[src/rtl/saradc_pkg.sv]
// rtl/saradc_pkg.sv - shared state encoding and default parameters for the SAR sequencer
package saradc_pkg;

   typedef enum logic [2:0] {
      IDLE    = 3'd0,
      SAMPLE  = 3'd1,
      SETTLE  = 3'd2,
      COMPARE = 3'd3,
      DECIDE  = 3'd4,
      DONE    = 3'd5
   } sar_state_t;

   localparam int DEF_NBITS         = 8;
   localparam int DEF_SAMPLE_CYCLES = 2;
   localparam int DEF_SETTLE_CYCLES = 1;

endpackage

[src/rtl/saradc_sar_ctrl_if.sv]
// rtl/saradc_sar_ctrl_if.sv - host/analog-side signal bundle of the SAR sequencer
interface saradc_sar_ctrl_if #(
   parameter int NBITS = saradc_pkg::DEF_NBITS
);
   logic             START;
   logic             ABORT;
   logic             CMP_OUT;
   logic             SAMPLE;
   logic             CMP_EN;
   logic [NBITS-1:0] DAC;
   logic             BUSY;
   logic             DONE;
   logic [NBITS-1:0] DOUT;

   modport master (
      output START, ABORT, CMP_OUT,
      input  SAMPLE, CMP_EN, DAC, BUSY, DONE, DOUT
   );

   modport slave (
      input  START, ABORT, CMP_OUT,
      output SAMPLE, CMP_EN, DAC, BUSY, DONE, DOUT
   );
endinterface

[src/rtl/saradc_dly_cnt.sv]
// rtl/saradc_dly_cnt.sv - loadable down-counter that stops at zero and flags it
module saradc_dly_cnt #(
   parameter int W = 2
) (
   input  logic         clk,
   input  logic         resetn,
   input  logic         load,
   input  logic [W-1:0] load_val,
   output logic         zero
);
   logic [W-1:0] cnt;

   always_ff @(posedge clk) begin
      if (!resetn) begin
         cnt <= '0;
      end else if (load) begin
         cnt <= load_val;
      end else if (cnt != '0) begin
         cnt <= cnt - W'(1);
      end
   end

   assign zero = (cnt == '0);
endmodule

[src/rtl/saradc_sar_ctrl.sv]
// rtl/saradc_sar_ctrl.sv - successive-approximation sequencer: sample, trial, strobe, resolve
module saradc_sar_ctrl
   import saradc_pkg::*;
#(
   parameter int NBITS         = DEF_NBITS,
   parameter int SAMPLE_CYCLES = DEF_SAMPLE_CYCLES,
   parameter int SETTLE_CYCLES = DEF_SETTLE_CYCLES
) (
   input logic               CLK,
   input logic               RST_N,
   saradc_sar_ctrl_if.slave  bus
);
   localparam int CMAX = (SAMPLE_CYCLES > SETTLE_CYCLES) ? SAMPLE_CYCLES : SETTLE_CYCLES;
   localparam int CW   = $clog2(CMAX + 1);
   localparam int IW   = $clog2(NBITS);

   localparam logic [CW-1:0]    SAMPLE_LOAD = CW'(SAMPLE_CYCLES - 1);
   localparam logic [CW-1:0]    SETTLE_LOAD = CW'((SETTLE_CYCLES > 0) ? SETTLE_CYCLES - 1 : 0);
   localparam sar_state_t       TRIAL_ST    = (SETTLE_CYCLES > 0) ? SETTLE : COMPARE;
   localparam logic [NBITS-1:0] ONE         = NBITS'(1);
   localparam logic [NBITS-1:0] TOP_BIT     = ONE << (NBITS - 1);

   sar_state_t       state, nxt;
   logic [NBITS-1:0] result, res_n, dac, dout;
   logic [IW-1:0]    idx;
   logic             cnt_load, cnt_zero;
   logic [CW-1:0]    cnt_val;
   logic             sample_q, cmp_en_q, busy_q, done_q;

   saradc_dly_cnt #(.W(CW)) u_dly (
      .clk      (CLK),
      .resetn   (RST_N),
      .load     (cnt_load),
      .load_val (cnt_val),
      .zero     (cnt_zero)
   );

   always_comb begin
      res_n      = result;
      res_n[idx] = bus.CMP_OUT;
   end

   always_comb begin
      nxt      = state;
      cnt_load = 1'b0;
      cnt_val  = SETTLE_LOAD;
      if (state != IDLE && bus.ABORT) begin
         nxt = IDLE;
      end else begin
         case (state)
            IDLE: if (bus.START) begin
               nxt      = SAMPLE;
               cnt_load = 1'b1;
               cnt_val  = SAMPLE_LOAD;
            end
            SAMPLE: if (cnt_zero) begin
               nxt      = TRIAL_ST;
               cnt_load = 1'b1;
            end
            SETTLE:  if (cnt_zero) nxt = COMPARE;
            COMPARE: nxt = DECIDE;
            DECIDE: begin
               if (idx == '0) begin
                  nxt = DONE;
               end else begin
                  nxt      = TRIAL_ST;
                  cnt_load = 1'b1;
               end
            end
            DONE:    nxt = IDLE;
            default: nxt = IDLE;
         endcase
      end
   end

   // Strobes are registered from the next state so they line up with the state they describe.
   always_ff @(posedge CLK) begin
      if (!RST_N) begin
         state    <= IDLE;
         result   <= '0;
         idx      <= '0;
         dac      <= '0;
         dout     <= '0;
         sample_q <= 1'b0;
         cmp_en_q <= 1'b0;
         busy_q   <= 1'b0;
         done_q   <= 1'b0;
      end else begin
         state    <= nxt;
         sample_q <= (nxt == SAMPLE);
         cmp_en_q <= (nxt == COMPARE);
         busy_q   <= (nxt != IDLE);
         done_q   <= (nxt == DONE);
         if (nxt == IDLE) dac <= '0;
         case (state)
            IDLE: if (nxt == SAMPLE) begin
               result <= '0;
               dac    <= '0;
            end
            SAMPLE: if (nxt != IDLE && cnt_zero) begin
               idx <= IW'(NBITS - 1);
               dac <= result | TOP_BIT;
            end
            DECIDE: if (nxt != IDLE) begin
               result <= res_n;
               if (idx == '0) begin
                  dac  <= '0;
                  dout <= res_n;
               end else begin
                  idx <= idx - IW'(1);
                  dac <= res_n | (ONE << (idx - IW'(1)));
               end
            end
            default: ;
         endcase
      end
   end

   assign bus.SAMPLE = sample_q;
   assign bus.CMP_EN = cmp_en_q;
   assign bus.DAC    = dac;
   assign bus.BUSY   = busy_q;
   assign bus.DONE   = done_q;
   assign bus.DOUT   = dout;
endmodule

[src/flat_wrapper.sv]
// flat-port wrapper written by rule: the top's interface ports become plain ports
module saradc_sar_ctrl_flat import saradc_pkg::*;
#(
   parameter int NBITS         = DEF_NBITS,
   parameter int SAMPLE_CYCLES = DEF_SAMPLE_CYCLES,
   parameter int SETTLE_CYCLES = DEF_SETTLE_CYCLES
)
  (CLK, RST_N, bus_START, bus_ABORT, bus_CMP_OUT, bus_SAMPLE, bus_CMP_EN, bus_DAC, bus_BUSY, bus_DONE, bus_DOUT);
  saradc_sar_ctrl_if #(.NBITS(NBITS)) bus_i ();
  input logic CLK;
  input logic RST_N;
  input wire logic [$bits(bus_i.START)-1:0] bus_START;
  input wire logic [$bits(bus_i.ABORT)-1:0] bus_ABORT;
  input wire logic [$bits(bus_i.CMP_OUT)-1:0] bus_CMP_OUT;
  output wire logic [$bits(bus_i.SAMPLE)-1:0] bus_SAMPLE;
  output wire logic [$bits(bus_i.CMP_EN)-1:0] bus_CMP_EN;
  output wire logic [$bits(bus_i.DAC)-1:0] bus_DAC;
  output wire logic [$bits(bus_i.BUSY)-1:0] bus_BUSY;
  output wire logic [$bits(bus_i.DONE)-1:0] bus_DONE;
  output wire logic [$bits(bus_i.DOUT)-1:0] bus_DOUT;
  assign bus_i.START = bus_START;
  assign bus_i.ABORT = bus_ABORT;
  assign bus_i.CMP_OUT = bus_CMP_OUT;
  assign bus_SAMPLE = bus_i.SAMPLE;
  assign bus_CMP_EN = bus_i.CMP_EN;
  assign bus_DAC = bus_i.DAC;
  assign bus_BUSY = bus_i.BUSY;
  assign bus_DONE = bus_i.DONE;
  assign bus_DOUT = bus_i.DOUT;
  saradc_sar_ctrl #(.NBITS(NBITS), .SAMPLE_CYCLES(SAMPLE_CYCLES), .SETTLE_CYCLES(SETTLE_CYCLES)) u_core (.CLK(CLK), .RST_N(RST_N), .bus(bus_i));
endmodule
[config.mk]
export PLATFORM = sky130hd
export DESIGN_NAME = saradc_sar_ctrl_flat
export DESIGN_NICKNAME = d
export VERILOG_FILES = /design/src/rtl/saradc_pkg.sv /design/src/rtl/saradc_sar_ctrl_if.sv /design/src/rtl/saradc_dly_cnt.sv /design/src/rtl/saradc_sar_ctrl.sv /design/src/flat_wrapper.sv
export SDC_FILE = /design/constraint.sdc
export NUM_CORES = 1
export LEC_CHECK = 0
export CORE_ASPECT_RATIO = 0.75
export CORE_UTILIZATION = 55
export CTS_BUF_LIST = sky130_fd_sc_hd__clkbuf_16
export DETAILED_ROUTE_END_ITERATION = 7
export PLACE_DENSITY = 0.75
export SETUP_SLACK_MARGIN = 0.5
export SYNTH_ARGS = -nofsm -noshare
export SYNTH_HDL_FRONTEND = slang
export SYNTH_SLANG_ARGS = --single-unit
export TNS_END_PERCENT = 1
[constraint.sdc]
create_clock -name CLK -period 2.95 [get_ports CLK]
set_clock_uncertainty 0.05 [all_clocks]
set_input_delay 0.4425 -clock CLK [delete_from_list [all_inputs] [get_ports CLK]]
set_output_delay 0.4425 -clock CLK [all_outputs]
set_load 0.02 [all_outputs]
### Word level (Yosys, flattened, before mapping)

Index checks and enable logic that the tools add are counted.

* equality and inequality tests: 11
* shift operators: 1
* $add $sub $neg: 2
* mux-type cells: 32
* reduce and logical (&&, ||, !) cells: 16
* bitwise gates (word level): 1
* magnitude comparators: 2

Operators by type and width (number)
* $mux W8: 7
* $mux W3: 8
* $pmux W8 S3: 1
* $pmux W8 S2: 1
* $pmux W3 S5: 1
* $eq A3 B2 Y1 const B: 3
* $logic_not A3 Y1: 3
* $bwmux W8: 1
* $mux W2: 4
* $or A8 B8 Y8: 1
* $reduce_bool A2 Y1: 4
* $shl A1 B3 Y8 const A: 1
* $eq A3 B1 Y1 const B: 2
* $eq A3 B3 Y1 const B: 2
* $mux W1: 6
* $ne A2 B1 Y1 const B: 3
* $pmux W3 S2: 1
* $reduce_and A3 Y1: 2
* $reduce_bool A3 Y1: 2
* $lt A3 B4 Y1 const B: 1
* $reduce_and A4 Y1: 1
* $demux W1 S3: 1
* $ge A3 B1 Y1 const B: 1
* $logic_and A1 B1 Y1: 3
* other kinds (5): 5

* output and inout port bits: 20
* input bits: 5
* register bits: 36
* logic and storage cells: 75

### Longest topological paths before layout

* word-level depth: 9
* gate-level depth with buffers: 10
* depth with buffers taken out: 7

### Cells and area by module

A second synthesis with hierarchy kept.

* cell total of the unflattened synthesis: 201
* area, all modules: 1859.3 um^2

Modules (own cells, without submodules)
* saradc_sar_ctrl: cells an instance 188, times used 1, sequential area each 680.7 um^2, area an instance 1735.4 um^2
* saradc_dly_cnt: cells an instance 13, times used 1, sequential area each 40.0 um^2, area an instance 123.9 um^2

### Worst setup path before layout

No wires, ideal clock.

* path type: register to register
* start point: register u_core.idx[0]
* end point: register u_core.dac[3], in the netlist u_core.bus.DAC[3]
* required time: 2.830 ns
* path buffers: 3
* clock period less this slack: 2.356 ns
* library setup time: 0.070 ns
* arrival: 2.236 ns
* stages on the path, launching flop included: 10
* setup slack: 0.594 ns
* cell sequence: dfxtp_1 clkbuf_1 inv_1 ha_1 ha_1 clkbuf_1 nor4b_1 clkbuf_1 a21bo_2 a21oi_1

* longest elaborated chain between the ends: 9
* elaborated cells on any way between the ends: 23
* those cells by class: 1 x add/sub; 2 x order compare; 1 x eq/ne; 1 x shift; 12 x mux; 1 x bitwise; 5 x reduce/logical

Ends and longest elaborated chain
* from (decl): RTL line saradc_sar_ctrl.sv:25 `logic [IW-1:0] idx;`
* from (signal assigned): RTL line saradc_sar_ctrl.sv:101 `idx <= IW'(NBITS - 1);`
* from (signal assigned): RTL line saradc_sar_ctrl.sv:110 `idx <= idx - IW'(1);`
* $lt A3 B4 Y1 (not written as such) or $ge A3 B1 Y1 (tied branches): RTL line saradc_sar_ctrl.sv:40 `res_n[idx] = bus.CMP_OUT;`
* $logic_and A1 B1 Y1 (not written as such): RTL line saradc_sar_ctrl.sv:40
* $mux W1 (not written as such): RTL line saradc_sar_ctrl.sv:40
* $demux W1 S3
* $bwmux W8: RTL line saradc_sar_ctrl.sv:40
* $or A8 B8 Y8: RTL line saradc_sar_ctrl.sv:111 `dac <= res_n | (ONE << (idx - IW'(1)));`
* $mux W8: RTL line saradc_sar_ctrl.sv:106 `if (idx == '0) begin`
* $mux W8: RTL line saradc_sar_ctrl.sv:104 `DECIDE: if (nxt != IDLE) begin`
* $pmux W8 S3 *: RTL line saradc_sar_ctrl.sv:95 `case (state)`
* to (signal assigned): RTL line saradc_sar_ctrl.sv:102 `dac <= result | TOP_BIT;`
* to (signal assigned): RTL line saradc_sar_ctrl.sv:111
* to (decl): RTL line saradc_sar_ctrl.sv:24 `logic [NBITS-1:0] result, res_n, dac, dout;`

Mark *: on every way between the ends. The rest lies on a longest branch, timed or not.
A chain may end at the register's enable or synchronous reset.

### Worst setup path in the final report

* start point: register u_core.state[0]
* end point: register u_core.dout[4], in the netlist u_core.bus.DOUT[4]

* longest elaborated chain between the ends: 5
* elaborated cells on any way between the ends: 14
* those cells by class: 4 x eq/ne; 5 x mux; 5 x reduce/logical

Ends and longest elaborated chain
* from (decl): RTL line saradc_sar_ctrl.sv:23 `sar_state_t state, nxt;`
* from (signal assigned): RTL line saradc_sar_ctrl.sv:89 `state <= nxt;`
* $eq A3 B3 Y1, or another cell as far along: RTL line saradc_sar_ctrl.sv:50, saradc_sar_ctrl.sv:95
* $pmux W3 S5 or $logic_and A1 B1 Y1 (tied branches): RTL line saradc_sar_ctrl.sv:50, saradc_sar_ctrl.sv:47
* $mux W3: RTL line saradc_sar_ctrl.sv:47 `if (state != IDLE && bus.ABORT) begin`
* $reduce_bool A3 Y1: RTL line saradc_sar_ctrl.sv:104
* $reduce_and A3 Y1 (no source line) *
* to (signal assigned): RTL line saradc_sar_ctrl.sv:108 `dout <= res_n;`
* to (decl): RTL line saradc_sar_ctrl.sv:24

Marked as above.

==> impl_metrics.env <==
export IMPL_ant_nets=0
export IMPL_synth_top_area_share_pct=36.2
export IMPL_synthCells=231
export IMPL_critPathKind="flop to flop"
export IMPL_clk_path_buf_depth=2
export IMPL_timing_critical_path_depth=4
export IMPL_synthArstFlopShare_pct=0
export IMPL_seqPwrFrac_pct=40.1
export IMPL_wl_um=5060
export IMPL_final_setup_tns_ps=0
export IMPL_drc_errors=0
export IMPL_tightest_slew_ps=896
export IMPL_synth_area_leaders="dfxtp_1 (36%), mux2i_1 (4.5%), ha_1 (4.4%)"
export IMPL_dp_cells=281
export IMPL_numClockSinks=36
export IMPL_p_switching_mw=0.463
export IMPL_synth_flop_cell="dfxtp_1"
export IMPL_p_leak_nw=0.849
export IMPL_clkTransAtPathRegs_ps=50
export IMPL_initial_utilization_pct=59.0
export IMPL_min_period_ps=2320
export IMPL_yosysSeqAreaShare_pct=36.2
export IMPL_drv_slew=0
export IMPL_num_rows=18
export IMPL_p_int_mw=0.964
export IMPL_fmax_ghz=0.431
export IMPL_dp_slack_ps=540
export IMPL_coreArea_mm2=0.00338
export IMPL_io_pins=25
export IMPL_vias=1844
export IMPL_path_max_fanout=28
export IMPL_insertion_delay_ps=280
export IMPL_finalCritPeriodShare_pct=78.7
export IMPL_drive_gt1_share_pct=8.84
export IMPL_cp_startpoint="u_core.state[0]"
export IMPL_postCtsSetupBuffers=0
export IMPL_wl_per_cell_um=17.5
export IMPL_clkPwrFrac_pct=34.0
export IMPL_timing_hold_ws_ps=442
export IMPL_first_global_vias=1559
export IMPL_synth_edff_count=0
export IMPL_cts_tree="built"
export IMPL_grt_max_degree=29
export IMPL_rr_worst_depth=4
export IMPL_avgSynthCellArea_um2=8.62
export IMPL_cts_buffers_inserted=5
export IMPL_max_cap_violations=0
export IMPL_crit_required_ps=3060
export IMPL_hp_start="u_core.result[0]"
export IMPL_antenna_cells=0
export IMPL_r2r_start="u_core.state[0]"
export IMPL_detailedPlacementHpwl_um=3370
export IMPL_cts_root_buf="clkbuf_16"
export IMPL_grt_overflow_total=0
export IMPL_htreeDepth=2
export IMPL_min_path_type="flop to flop"
export IMPL_holdBufCountCts=0
export IMPL_die_area_mm2=0.00387
export IMPL_drt_initial_drc_count=188
export IMPL_status="complete, no violations"
export IMPL_crit_arrival_ps=2430
export IMPL_crit_slowest_cell="or4b_4"
export IMPL_switching_share_pct=32.5
export IMPL_ys_seq_elements=36
export IMPL_cp_slowest_stage_delay_ps=770
export IMPL_setup_viol=0
export IMPL_die_w_um=71.5
export IMPL_final_net_count=260
export IMPL_relSlewSlack_pct=40.2
export IMPL_yosysWarnings=0
export IMPL_crit_chain="or4b_4 > nor2_4 > nor2_1 > a211oi_1"
export IMPL_p_per_area_mw_per_mm2=599
export IMPL_power_frac_comb_pct=25.8
export IMPL_port_buffers=24
export IMPL_synth_top_area_cell="dfxtp_1"
export IMPL_synthToLayoutAreaGrowth_pct=19.6
export IMPL_grt_pass1_wl_um=7810
export IMPL_syn_nets=243
export IMPL_cp_end_kind="flop"
export IMPL_crit_family="simple AND/OR/NAND/NOR gates"
export IMPL_rsz0062_at_grt="yes"
export IMPL_fin_ws_ps=628
export IMPL_antenna_found_initial=0
export IMPL_peakVddDrop_v=0.000390
export IMPL_cp_start_kind="flop"
export IMPL_synth_distinct_cells=52
export IMPL_fin_cells=289
export IMPL_grtUsageTotal_pct=27.5
export IMPL_hold_path_cell_count=2
export IMPL_drt_pass1_iterations=4
export IMPL_worst_path_buf_inv=0
export IMPL_gp_congestion=0.851
export IMPL_synth_cell_area_mm2=0.00199
export IMPL_post_drt_via_cell_ratio=6.38
export IMPL_die_h_um=54.1
export IMPL_hold_viol=0
## flip-flops by register name, indices dropped and copies added, names as in the netlist
register / count
u_core.bus.BUSY: 1
u_core.bus.CMP_EN: 1
u_core.bus.DAC: 8
u_core.bus.DONE: 1
u_core.bus.DOUT: 8
u_core.bus.SAMPLE: 1
u_core.idx: 3
u_core.result: 8
u_core.state: 3
u_core.u_dly.cnt: 2
## what timing repair did
item,4_1_cts,5_1_grt
setup endpoints to repair,0,14
resized for setup,0,2
endpoints found under the hold margin,0,0
## synthesized netlist by cell type (all sizes together) (7+ instances only)
| cell | number |
|---|---|
| inv | 13 |
| o21ai | 8 |
| clkbuf | 13 |
| ha | 7 |
| mux2i | 9 |
| nor3b | 10 |
| a21oi | 10 |
| a2bb2oi | 7 |
| nor3 | 9 |
| nor2 | 21 |
| nand2b | 12 |
| nand2 | 8 |
| and2 | 7 |
| dfxtp | 36 |
| a211oi | 7 |
## metal layers
metal / up-vias / track usage (%) / wire (um)
li1: 875 / - / -
met1: 871 / 37.2 / 2310
met2: 80 / 44.3 / 2270
met3: 18 / 6.74 / 347
met4: 0 / 7.52 / 126
met5: - / 0 / 0
## through the flow
| step | total power, mW | cell area, um2 | util (%) |
|---|---|---|---|
| after detailed placement | 0.932 | 2230 | 66.1 |
| final | 1.43 | 2380 | 70.5 |
| after global placement | 0.918 | 2230 | 66.1 |
| after CTS | 1.41 | 2370 | 70.2 |
| after floorplan | 0.838 | 1990 | - |
| after global routing | 1.49 | 2380 | 70.5 |
## area by class of cell
class                      count  area [um2]
clock buffer                   5         125
clock inverter                 3        11.3
fill                         270         996
inverter                      13        48.8
multi-input combinational    163        1150
sequential                    36         721
tap                           40        50.0
timing repair buffer          29         278
## power groups by stage
stage	combinational (mW)	sequential (mW)	clock, mW
floorplan	0.291	0.547	0
detailed placement	0.352	0.580	0
CTS	0.357	0.570	0.487
global route	0.402	0.577	0.507
finish	0.368	0.573	0.486
global placement	0.341	0.577	0
## worst reg2reg max path: stages (launching register included)
cell and delay, ps:
dfxtp_1 590, or4b_4 770, nor2_4 350, nor2_1 120, a211oi_1 320
## final timing paths
check,endpoint,slack (ps)
setup / recovery,u_core.bus.DOUT[4],630
hold / removal,u_core.result[0],440
setup reg to reg,u_core.bus.DOUT[4],630
hold reg to reg,u_core.result[0],440
## kinds of logic after synthesis
logic type | after synthesis | share of synthesized area (%)
AOI/OAI and AO/OA | 60 | 22.7
buffers and inverters | 32 | 6.72
adders and majority gates | 8 | 4.96
xor gates and xnor gates | 1 | 0.440
muxes | 11 | 5.65
and+or+nand+nor | 83 | 23.4
DFF | 36 | 36.2
## placed cells by master (no fill, tap or decap), types with 4 or more instances in the layout
master | synthesis | layout
nand2_1 | 7 | 7
nor2_1 | 20 | 20
and2_0 | 4 | 4
inv_1 | 13 | 15
clkdlybuf4s50_1 | 0 | 24
a21oi_1 | 10 | 10
mux2i_1 | 9 | 9
a211oi_1 | 5 | 5
buf_4 | 1 | 5
ha_1 | 7 | 7
o21ai_0 | 8 | 8
a31oi_1 | 5 | 5
nor3b_1 | 10 | 10
nand2b_1 | 12 | 12
nor3_1 | 9 | 9
dfxtp_1 | 36 | 36
clkbuf_16 | 0 | 5
a2bb2oi_1 | 7 | 7
Power figures use the tool's default switching activity.
